--- src/rtl/tlul_lane_mask_unit.sv ---
// Byte-lane masking datapath for a TL-UL slave memory: size mask, masked read
// extraction, masked write merge, plus a one-cycle registered copy.
module tlul_lane_mask_unit #(
  parameter int unsigned W        = 8,
  parameter int unsigned Z        = 4,
  parameter int unsigned BYTE_BIT = 8
) (
  input  logic                  CLK,
  input  logic                  RESET,
  input  logic                  in_valid,
  input  logic [Z-1:0]          size,
  input  logic [W-1:0]          mask,
  input  logic [BYTE_BIT*W-1:0] mem_in,
  input  logic [BYTE_BIT*W-1:0] lane_in,
  output logic [BYTE_BIT*W-1:0] size_mask,
  output logic [BYTE_BIT*W-1:0] rd_data,
  output logic [BYTE_BIT*W-1:0] wr_data,
  output logic [W-1:0]          wr_strb,
  output logic                  out_valid,
  output logic [BYTE_BIT*W-1:0] rd_data_q,
  output logic [BYTE_BIT*W-1:0] wr_data_q,
  output logic [W-1:0]          wr_strb_q
);

  localparam int unsigned LOG2W = (W > 1) ? $clog2(W) : 0;

  logic [31:0]  size_ext;
  logic [W-1:0] lane_ok;

  assign size_ext = 32'(size);

  // Sizes at or beyond the beat width clamp to the full beat, so the shift
  // below is only evaluated for size < LOG2W and can never overflow.
  always_comb begin
    lane_ok = '0;
    for (int unsigned i = 0; i < W; i++) begin
      if (size_ext >= LOG2W) begin
        lane_ok[i] = 1'b1;
      end else begin
        lane_ok[i] = (i < (32'd1 << size_ext));
      end
    end
  end

  always_comb begin
    size_mask = '0;
    rd_data   = '0;
    wr_data   = '0;
    wr_strb   = '0;
    for (int unsigned i = 0; i < W; i++) begin
      wr_strb[i] = mask[i] & lane_ok[i];
      size_mask[i*BYTE_BIT +: BYTE_BIT] = {BYTE_BIT{lane_ok[i]}};
      rd_data[i*BYTE_BIT +: BYTE_BIT]   = mask[i] ? mem_in[i*BYTE_BIT +: BYTE_BIT]
                                                  : {BYTE_BIT{1'b0}};
      wr_data[i*BYTE_BIT +: BYTE_BIT]   = (mask[i] & lane_ok[i])
                                          ? lane_in[i*BYTE_BIT +: BYTE_BIT]
                                          : mem_in[i*BYTE_BIT +: BYTE_BIT];
    end
  end

  // Data registers hold when idle; only out_valid tracks in_valid every cycle.
  always_ff @(posedge CLK) begin
    if (RESET) begin
      out_valid <= 1'b0;
      rd_data_q <= '0;
      wr_data_q <= '0;
      wr_strb_q <= '0;
    end else begin
      out_valid <= in_valid;
      if (in_valid) begin
        rd_data_q <= rd_data;
        wr_data_q <= wr_data;
        wr_strb_q <= wr_strb;
      end
    end
  end

endmodule

--- config.mk ---
export PLATFORM = sky130hd
export DESIGN_NAME = tlul_lane_mask_unit
export DESIGN_NICKNAME = d
export VERILOG_FILES = /design/src/rtl/tlul_lane_mask_unit.sv
export SDC_FILE = /design/constraint.sdc
export NUM_CORES = 1
export LEC_CHECK = 0
export BUFFER_PORTS_ARGS = -buffer_cell sky130_fd_sc_hd__clkbuf_2
export CORE_AREA = 10 10 177 179
export DETAILED_ROUTE_END_ITERATION = 7
export DIE_AREA = 0 0 187 189
export GPL_ROUTABILITY_DRIVEN = 0
export HOLD_SLACK_MARGIN = 0.03
export PLACE_DENSITY_LB_ADDON = 0.15
export SLEW_MARGIN = 5
export SYNTH_ARGS = -nofsm -noshare
export SYNTH_HDL_FRONTEND = slang
export SYNTH_SLANG_ARGS = --single-unit
--- constraint.sdc ---
create_clock -name CLK -period 1.3 [get_ports CLK]
set_input_delay 0.065 -clock CLK [delete_from_list [all_inputs] [get_ports CLK]]
set_output_delay 0.065 -clock CLK [all_outputs]
set_load 0.005 [all_outputs]
Word-level counts from Yosys, hierarchy flattened
Index checks and enable logic that the tools add are counted.
{"block": "classes", "mux": 24, "n_bitwise": 8, "order_cmp": 9, "shift": 1}
{"op": "$lt 3x32->1 const A", "count": 4}
{"op": "$mux 8", "count": 16}
{"op": "$lt 1x32->1 const A", "count": 2}
{"op": "$lt 2x32->1 const A", "count": 2}
{"op": "$shl 1x4->32 const A", "count": 1}
{"op": "$and 1x1->1", "count": 8}
{"op": "$mux 1", "count": 8}
{"op": "$ge 4x2->1 const B", "count": 1}
{"block": "word_totals", "elab_cells": 46, "regBits": 137, "in_bits": 143}

Depth between registers and ports, before layout
{"block": "logic_depth", "ltp_word": 5, "depth_mapped": 6, "depth_no_buf": 4}

Worst setup path before layout
Ideal clock, no wire load.
{"block": "synth_path", "path_kind": "input to output", "startpoint": "input port size[3]", "endpoint": "output port size_mask[10]", "path_stages": 4, "n_path_buf": 2, "required_time_ns": 1.235, "setup_slack_ns": -0.031, "arrival_time_ns": 1.266, "cell_sequence": "buf_6 > or3_2 > or2_2 > buf_4"}
{"block": "synth_via", "elab_chain_len": 3, "word_cells_on_any_way": 4, "cone_classes": "order compare (2); shift (1); mux (1)"}
{"element": "start, declared", "line_no": "11", "rtl": "input logic [Z-1:0] size,"}
{"element": "$shl 1x4->32", "line_no": "40", "rtl": "lane_ok[i] = (i < (32'd1 << size_ext));"}
{"element": "$lt 1x32->1", "line_no": "40"}
{"element": "$mux 1 (*)", "line_no": "37", "rtl": "if (size_ext >= LOG2W) begin"}
{"element": "end, declared", "line_no": "15", "rtl": "output logic [BYTE_BIT*W-1:0] size_mask,"}
Every way passes the cells marked *; elsewhere a longest branch is shown, timed or not.

Worst setup path after layout
{"block": "layout_path", "startpoint": "input port size[1]", "endpoint": "output port wr_data[34]"}
{"block": "layout_via", "elab_chain_len": 5, "word_cells_on_any_way": 6, "cone_classes": "order compare (2); shift (1); mux (2); bitwise (1)"}
{"element": "$shl 1x4->32", "line_no": "40"}
{"element": "$lt 3x32->1", "line_no": "40"}
{"element": "$mux 1 (*)", "line_no": "37"}
{"element": "$and 1x1->1 (*)", "line_no": "55", "rtl": "wr_data[i*BYTE_BIT +: BYTE_BIT] = (mask[i] & lane_ok[i])"}
{"element": "$mux 8 (*)", "line_no": "56", "rtl": "? lane_in[i*BYTE_BIT +: BYTE_BIT]"}
{"element": "end, declared", "line_no": "17", "rtl": "output logic [BYTE_BIT*W-1:0] wr_data,"}
Marks and branches as above.

==> results.sh <==
export IMPL_grt_pass1_vias=7852
export IMPL_final_util=0.413
export IMPL_gr_usage_all_layers=0.172
export IMPL_fin_cells=1733
export IMPL_yosys_area_top_type_share=0.412
export IMPL_root_buffer="clkbuf_16"
export IMPL_critPathMaxFanout=11
export IMPL_cts_buffers=17
export IMPL_dieArea_sq_um=35300
export IMPL_max_freq_mhz=808
export IMPL_syn_area_sq_um=6660
export IMPL_setup_ws_ps=62.7
export IMPL_setup_violations_final=0
export IMPL_num_vias=7579
export IMPL_synth_area_leaders="dfxtp_1 (41%), mux2i_1 (11%), nor2_1 (7.4%)"
export IMPL_antenna_found_initial=1
export IMPL_die_y_um=189
export IMPL_synthCells=796
export IMPL_synth_edf_count=0
export IMPL_final_min_clock_period_ps=1240
export IMPL_port_buffers=471
export IMPL_postRouteAntennaNets=0
export IMPL_critPathCaptureType="output port"
export IMPL_core_sq_um=27600
export IMPL_dp_hpwl_um=24900
export IMPL_gr_total_overflow=0
export IMPL_syn_avg_cell_area_sq_um=8.37
export IMPL_io_pins=480
export IMPL_outcome="complete, no violations"
export IMPL_p_per_area_nw_per_um2=1090
export IMPL_path_clk_slew_ps=70
export IMPL_seq_area_frac_synth=0.412
export IMPL_worstSkewPairLatency_ps=410
export IMPL_cp_start_kind="input port"
export IMPL_area_growth_syn_to_layout_pct=71.1
export IMPL_grt_start_max_net_pins=76
export IMPL_drt_total_wl_um=32300
export IMPL_routed_wl_met2_um=16400
export IMPL_cts_tree="yes"
export IMPL_die_w_um=187
export IMPL_ys_seq_elements=137
export IMPL_holdCritPathClass="in2reg"
export IMPL_drive_above_1_share=0.439
export IMPL_drtPass1Iterations=4
export IMPL_dp_cells=1574
export IMPL_fp_row_count=61
export IMPL_htreeDepth=4
export IMPL_tns_ps=0
export IMPL_critical_path_class="in2out"
export IMPL_ys_flop_type="dfxtp_1"
export IMPL_top_layer="met4"
export IMPL_worstPathRequired_ps=1240
export IMPL_via_per_inst=4.37
export IMPL_slew_viol_final=0
export IMPL_drtIter0Drc=333
export IMPL_finClkSkew_ps=0
export IMPL_yosysMostFrequentCell="dfxtp_1"
export IMPL_ir_drop_mv=0.531
export IMPL_async_flop_share=0
export IMPL_cts_max_path_buffers=2
export IMPL_leakagePower_uw=0.00582
export IMPL_initial_utilization=0.241
export IMPL_rsz0062_at_grt="true"
export IMPL_hold_slack_ps=29.2
export IMPL_wl_met1_um=12900
export IMPL_synth_cell_types=26
export IMPL_grt_first_pass_wirelength_um=48200
export IMPL_ys_warnings_count=0
export IMPL_wl_met3_um=2320
export IMPL_cts_sinks=137
export IMPL_pre_cts_ws_ps=-85.7
export IMPL_nets=1484
export IMPL_routedWlPerCell_um=18.6
export IMPL_synthTopCellsByCount="dfxtp_1 (137), nor2_1 (132), nand2_1 (108), mux2i_1 (76), and2_1 (64)"
export IMPL_synth_largest_area_cell="dfxtp_1"
export IMPL_arrival_ps=1170
export IMPL_cap_violations=0
export IMPL_final_hold_violation_count=0
export IMPL_drc=0
export IMPL_fin_crit_sh=0.952
## path summary, 6_finish.rpt
check                  end  cells after the start     startpoint  slack [ps]
max            wr_data[34]                      8        size[1]          60
min          wr_data_q[54]                      3        mask[6]          30
max reg2reg  wr_data_q[34]                      2  wr_data_q[34]         570
min reg2reg   wr_strb_q[6]                      2   wr_strb_q[6]         470
## power breakdown
part / total, uW / internal (uW) / leakage (uW) / switching [uW]
Clock: 5130 / 2990 / 0.000297 / 2140
Combinational: 2750 / 1340 / 0.00440 / 1400
Sequential: 4560 / 4440 / 0.00113 / 122
## critical path, cell delays in order
cell	delay, ps
buf_4	130
a211oi_4	280
buf_12	180
inv_8	60
buf_12	150
nand3_2	90
nand2_2	80
buf_6	130
## cells in the final DEF (no fill, tap or decap), drive strengths merged
master         n
clkbuf       478
or3            2
nand2        108
dlygate4sd3  122
dfxtp        137
mux2           8
conb           8
o31ai          2
o21ai         32
mux2i         76
nor2b          1
o41ai          1
bufinv         2
a211oi         1
nand3         36
a311oi        56
nand2b         4
a21oi          4
inv           20
or2            1
diode          1
clkinv         5
and2          64
buf           53
clkinvlp       1
nor2         132
## logic make-up (layout without fill, tap and decap cells)
| group | after synthesis | count (layout) | synth area share |
|---|---|---|---|
| and+or+nand+nor | 348 | 348 | 0.230 |
| muxes | 84 | 84 | 0.128 |
| buffers and inverters | 130 | 681 | 0.115 |
| AOI/OAI and AO/OA | 96 | 96 | 0.114 |
| other | 1 | 9 | 0.000563 |
| DFF | 137 | 137 | 0.412 |
## repair_timing
item,4_1_cts,5_1_grt
hold buffers,123,0
pin swaps,2,0
setup endpoints to repair,47,38
setup buffers,0,1
endpoints found under the hold margin,72,0
gates resized for setup,14,67
gates cloned,0,3
## routing by layer
metal / global-route usage / vias up
li1: - / 3725
met1: 0.191 / 3535
met2: 0.304 / 293
met3: 0.0586 / 26
met4: 0.0549 / 0
met5: 0 / -
## state kept, by name, indices dropped and copies added (netlist names)
register   flops
out_valid      1
wr_strb_q      8
rd_data_q     64
wr_data_q     64
## through the flow
| stage | cell area [sq um] | total power (uW) |
|---|---|---|
| after floorplan | 6690 | 5780 |
| after global placement | 9220 | 7010 |
| after detailed placement | 9220 | 7010 |
| after CTS | 11100 | 12600 |
| after global routing | 11400 | 13100 |
| final | 11400 | 12400 |
## layout make-up
cell class / instances / area, sq um
fillers: 2849 / 16200
repair buffers: 634 / 4170
multi-input cells: 536 / 3330
flip-flops and latches: 137 / 2740
well taps: 378 / 473
clock buffers: 19 / 453
clock inverters: 13 / 158
inverters: 15 / 66.3
diodes: 1 / 2.50
No activity file was read; power rests on OpenSTA's default activity.
